===== src/rtl/timer_intrp_ctl.sv =====
// rtl/timer_intrp_ctl.sv - timer event status/control registers with interrupt and watchdog escalation
//
// Purpose: latches per-channel timer events into a sticky status register (TSR),
//          masks them with a control register (TCR) into registered interrupt
//          requests, and serves SPR reads/writes of TSR, TCR and PEND (TSR & TCR).
//          Optional watchdog escalation on channel 0 is compiled in with the
//          macro TIMER_INTRP_CTL_WDOG_ESC_EN.
//
// Ports:
//   CB          clock, all state updates on its rising edge
//   resetCore   synchronous active-high reset
//   timerEvent  per-channel single-cycle event pulses
//   sprWrEn     SPR write strobe
//   sprRdEn     SPR read strobe
//   sprSel      register select: 0=TSR (W1C), 1=TCR, 2=PEND (read only), 3=reserved
//   sprWrData   SPR write data, bits [NCH-1:0] significant
//   sprRdData   registered read data, held between reads
//   sprRdVal    one-cycle read-valid per read strobe
//   TIM_intrp   registered per-channel interrupt requests
//   TIM_rstReq  watchdog reset request (0 when escalation is compiled out)
module timer_intrp_ctl #(
   parameter int NCH = 3,
   parameter int DW  = 32
) (
   input  logic           CB,
   input  logic           resetCore,
   input  logic [NCH-1:0] timerEvent,
   input  logic           sprWrEn,
   input  logic           sprRdEn,
   input  logic [1:0]     sprSel,
   input  logic [DW-1:0]  sprWrData,
   output logic [DW-1:0]  sprRdData,
   output logic           sprRdVal,
   output logic [NCH-1:0] TIM_intrp,
   output logic           TIM_rstReq
);

   logic [NCH-1:0] tsr_q, tsr_d;
   logic [NCH-1:0] tcr_q, tcr_d;
   logic [NCH-1:0] intrp_q, intrp_d;
   logic [DW-1:0]  rd_data_q, rd_data_d;
   logic           rd_val_q, rd_val_d;
   logic [NCH-1:0] w1c;
   logic [NCH-1:0] rd_sel;

   // Write data above NCH carries no register bits.
   logic unused_wr_hi;
   assign unused_wr_hi = ^sprWrData[DW-1:NCH];

   always_comb begin
      w1c       = '0;
      rd_sel    = '0;
      tcr_d     = tcr_q;
      rd_data_d = rd_data_q;

      if (sprWrEn && (sprSel == 2'd0)) begin
         w1c = sprWrData[NCH-1:0];
      end
      // OR-ing the event after the clear makes a same-cycle set win.
      tsr_d = (tsr_q & ~w1c) | timerEvent;

      if (sprWrEn && (sprSel == 2'd1)) begin
         tcr_d = sprWrData[NCH-1:0];
      end

      intrp_d = tsr_q & tcr_q;

      // Read mux uses the current register values, so a same-cycle write is not visible.
      case (sprSel)
         2'd0:    rd_sel = tsr_q;
         2'd1:    rd_sel = tcr_q;
         2'd2:    rd_sel = tsr_q & tcr_q;
         default: rd_sel = '0;
      endcase
      if (sprRdEn) begin
         rd_data_d = {{(DW-NCH){1'b0}}, rd_sel};
      end
      rd_val_d = sprRdEn;
   end

   always_ff @(posedge CB) begin
      if (resetCore) begin
         tsr_q     <= '0;
         tcr_q     <= '0;
         intrp_q   <= '0;
         rd_data_q <= '0;
         rd_val_q  <= 1'b0;
      end else begin
         tsr_q     <= tsr_d;
         tcr_q     <= tcr_d;
         intrp_q   <= intrp_d;
         rd_data_q <= rd_data_d;
         rd_val_q  <= rd_val_d;
      end
   end

   assign TIM_intrp = intrp_q;
   assign sprRdData = rd_data_q;
   assign sprRdVal  = rd_val_q;

`ifdef TIMER_INTRP_CTL_WDOG_ESC_EN
   logic [1:0] stage_q, stage_d;
   logic       rst_req_q, rst_req_d;

   // Stage counts watchdog events that arrive while the previous one is still
   // unacknowledged; acknowledging channel 0 restarts the count.
   always_comb begin
      stage_d = stage_q;
      if (w1c[0]) begin
         stage_d = 2'd0;
      end else if (timerEvent[0] && tsr_q[0] && (stage_q != 2'd2)) begin
         stage_d = stage_q + 2'd1;
      end
      // Sticky until resetCore.
      rst_req_d = rst_req_q | (stage_q == 2'd2);
   end

   always_ff @(posedge CB) begin
      if (resetCore) begin
         stage_q   <= 2'd0;
         rst_req_q <= 1'b0;
      end else begin
         stage_q   <= stage_d;
         rst_req_q <= rst_req_d;
      end
   end

   assign TIM_rstReq = rst_req_q;
`else
   assign TIM_rstReq = 1'b0;
`endif

endmodule


===== config.mk =====
export PLATFORM = sky130hd
export DESIGN_NAME = timer_intrp_ctl
export DESIGN_NICKNAME = d
export VERILOG_FILES = /design/src/rtl/timer_intrp_ctl.sv
export SDC_FILE = /design/constraint.sdc
export NUM_CORES = 1
export LEC_CHECK = 0
export BUFFER_PORTS_ARGS = -buffer_cell sky130_fd_sc_hd__buf_2
export CAP_MARGIN = 20
export CORE_UTILIZATION = 37
export CTS_CLUSTER_SIZE = 25
export DETAILED_ROUTE_END_ITERATION = 8
export PLACE_DENSITY = 0.81
export SYNTH_ARGS = -nofsm -noshare
export SYNTH_HDL_FRONTEND = slang
export SYNTH_SLANG_ARGS = --single-unit

===== constraint.sdc =====
create_clock -name CB -period 2.5 [get_ports CB]
set_input_delay 0.5 -clock CB [delete_from_list [all_inputs] [get_ports CB]]
set_output_delay 0.5 -clock CB [all_outputs]
set_load 0.02 [all_outputs]

# Word level (Yosys, flattened, before mapping)
# Cells that the tools add are included.
# totals
regBits	13
in_bits	41
out_inout_bits	37
wordCells	16
# op_classes
n_eq_ne	2
muxes	2
bitwise	4
n_reduce_logical	3
# op_table
cell	n
case mux 3 bit (3 select lines)	1
bitwise AND 3 bit	2
two-way mux 3 bit	1
inverter 3 bit	1
bitwise OR 3 bit	1
equality test 2 x 1 -> 1 bit, second input constant	1
equality test 2 bit, second input constant	1
logical AND 1 bit	2
logical NOT 2 bit	1

# Logic depth before layout (Yosys ltp)
# logic_depth
depth_word	6
ltp_mapped	3
depth_no_buf	3

# Worst setup path before layout
# OpenSTA, ideal clock, no wires.
# synth_timing
path_kind	input to register
startpoint	input port sprSel[1]
endpoint	register rd_data_q[2] (netlist: sprRdData[2])
setup_time_ns	0.088
arrival_time_ns	1.019
t_required_ns	2.412
path_slack_ns	1.393
path_stages	3
n_path_buf	0
cell_sequence	and2b_2 nand2_1 a311oi_2
# synth_between
elab_chain_cells	2
elab_cells_between_ends	4
classes_between	2 x eq/ne; 1 x mux; 1 x reduce/logical
# synth_rtl
element	line_no	source
start, declared	30	input logic [1:0] sprSel,
equality test 2 bit, or another cell as far along	69	case (sprSel)
case mux 3 bit (3 select lines) *	69	
end signal, assigned	92	rd_data_q <= rd_data_d;
end, declared	41	logic [DW-1:0] rd_data_q, rd_data_d;
# Mark *: on every way between the ends. The rest lies on a longest branch, timed or not.
# A chain may end at the register's enable or synchronous reset.

# Worst setup path after layout
# layout_timing
startpoint	register rd_data_q[1] (netlist: sprRdData[1])
endpoint	output port sprRdData[1]
# layout_lines
element	line_no	source
end, declared	32	output logic [DW-1:0] sprRdData,
# No word-level cell between the ends.

==> metrics <==
kind of critical path=reg2out; DIE AREA=2200 um2; n_diodes=0; placed cells=130; post-route insts no fill=134; Synth Cell Area=744 um2; slowest stage cell on the critical path=dfxtp_1; CP Buf/Inv Count=1; final net count=151; cts repair resizes=0; crit-path cells=buf_2; Final Max Tran Viols=0; CTS max path bufs=2; drt wl/cell=8.31 um; Crit path largest cell delay=0.33 ns; setup TNS=0 ns; Syn. warnings=0; Critical Path End=sprRdData[1]; crit end category=output port; DR vias=527; most frequent cells in the layout=conb_1 (30), buf_2 (18), dfxtp_1 (13), nor2_1 (10), nand2_1 (8); Syn Inst Count=89; Sw Ratio=0.315; DRC viols=0; number of library cell types mapped by synthesis=17; vias in the first global route=404; commonest non-fill, non-tap cell in the layout=conb_1; Sw Pwr=0.138 mW; internal power=0.299 mW; Detailed Place HPWL=868 um; share of layout cells above drive strength 1=0.229; Rows=15; core area=1800 um2; TritonCTS clock tree=yes; first-pass GRT wire length=1580 um; Worst setup startpoint=sprRdData[1]; gpl congestion=0.750; I/O pin total=78; achievable frequency=792 MHz; Crit path depth=1; cts hold-fix bufs=0; Root Buffer=clkbuf_4; Skew-Pair Late Insertion Delay=0.27 ns; WP data arrival=0.76 ns; Final period util=0.505; Starting Density=0.413; Tmin final=1.26 ns; clk slew on worst S/H paths=0.07 ns; worst reg2reg path depth=3; register bit count reported by yosys=13; Critical R2R Launch=tcr_q[2]; P_leak=0.379 nW; largest net degree at the start of global routing=14; H-tree depth=1; clock share of power=0.291; fraction of the yosys area taken by sequential cells=0.350; cts bufs inserted=3; Routed WL=1110 um; clock sinks=13; combinational power share=0.200; antenna violations before repair=0; post-CTS setup buffer count=0; Reg-to-Reg End=sprRdData[2]; Worst Path Max Fanout=2; Crit path required time=2.00 ns; startpoint class of the critical path=register; top cell family by delay on the critical path=flip-flops; number of I/O port buffers=18; Final setup viols=0; Global Route Usage Sum=0.103; final hold vios=0; R2R Setup Slk=1.60 ns; antenna viol nets, final=0; Die X=46.9 um; gr ovfl total=0; Die Ht=46.9 um; Hold Crit Class=in2reg; Syn Area/Cell=8.36 um2; drt pass-1 iters=4; status=finished clean; Flop pwr share=0.508; RSZ-0062 raised after global routing=no; pwr dens=565 nW/um2; final clock skew=0.00279 ns; Iteration-0 DRC Markers=3; area grow syn2layout=3.70%; vias per cell=3.93; max cap viols=0; Max IR drop VDD=196 uV
-- power by group through the flow --
stage,Clock (mW),Sequential (mW),Combinational (mW)
floorplan,0,0.231,0.0967
global placement,0,0.226,0.0856
detailed placement,0,0.227,0.0865
CTS,0.134,0.222,0.0866
global route,0.144,0.224,0.0947
finish,0.127,0.222,0.0874
-- state kept, by name (all words and copies together), names as in the netlist --
name       flops
sprRdVal       1
tcr_q          3
tsr_q          3
sprRdData      3
TIM_intrp      3
-- metrics by stage --
stage | worst slack (ns) | cell area (um2) | hold WS (ns) | power [mW] | util
2_1_floorplan | 1.39 | 853 | 0.422 | 0.328 | -
3_3_place_gp | 1.21 | 746 | 0.435 | 0.312 | 0.414
3_5_place_dp | 1.19 | 746 | 0.439 | 0.313 | 0.414
4_1_cts | 1.22 | 772 | 0.418 | 0.443 | 0.428
5_1_grt | 1.19 | 772 | 0.419 | 0.462 | 0.428
6_report | 1.24 | 772 | 0.428 | 0.436 | 0.428
-- worst min path at each step --
stage | from | end | slack, ns | cells past startpoint
4_1_cts | sprWrData[2] | tsr_q[2] | 0.42 | 2
5_1_grt | sprWrData[0] | tsr_q[0] | 0.42 | 2
6_report | sprWrData[2] | tsr_q[2] | 0.43 | 2
3_5_place_dp | tcr_q[1] | TIM_intrp[1] | 0.44 | 2
2_1_floorplan | tcr_q[1] | TIM_intrp[1] | 0.42 | 2
3_3_place_gp | tcr_q[1] | TIM_intrp[1] | 0.43 | 2
-- area by class of cell --
| type | count | area [um2] |
|---|---|---|
| tap | 25 | 31.3 |
| clock buffer | 4 | 26.3 |
| multi-input combinational | 71 | 353 |
| sequential | 13 | 260 |
| timing repair buffer | 18 | 90.1 |
| fill | 197 | 1030 |
| inverter | 3 | 11.3 |
-- cells by family after synthesis --
family,after synthesis,synth area share
flip-flops,13,0.350
buffers and inverters,34,0.323
AO/OA/AOI/OAI,10,0.114
AND/OR/NAND/NOR,31,0.208
other,1,0.00504
-- Yosys cell counts, drive strengths merged --
master	number	area (um2)
conb	1	3.75
o21ai	1	5.00
nand2	8	30.0
dfxtp	13	260
and2b	1	8.76
a311oi	6	65.1
nand3b	4	30.0
a21oi	3	15.0
nand3	3	15.0
buf	31	229
and2	1	8.76
nor2b	2	12.5
nand2b	2	12.5
inv	3	11.3
nor2	10	37.5
-- layer usage --
layer | part of all wire | GRT usage | up-vias
met3 | 0.090 | 0.0231 | 3
met2 | 0.51 | 0.194 | 32
met5 | 0 | 0 | -
met4 | 0.023 | 0.0686 | 0
li1 | - | - | 271
met1 | 0.38 | 0.0970 | 221
No activity file was read; power rests on OpenSTA's default activity.
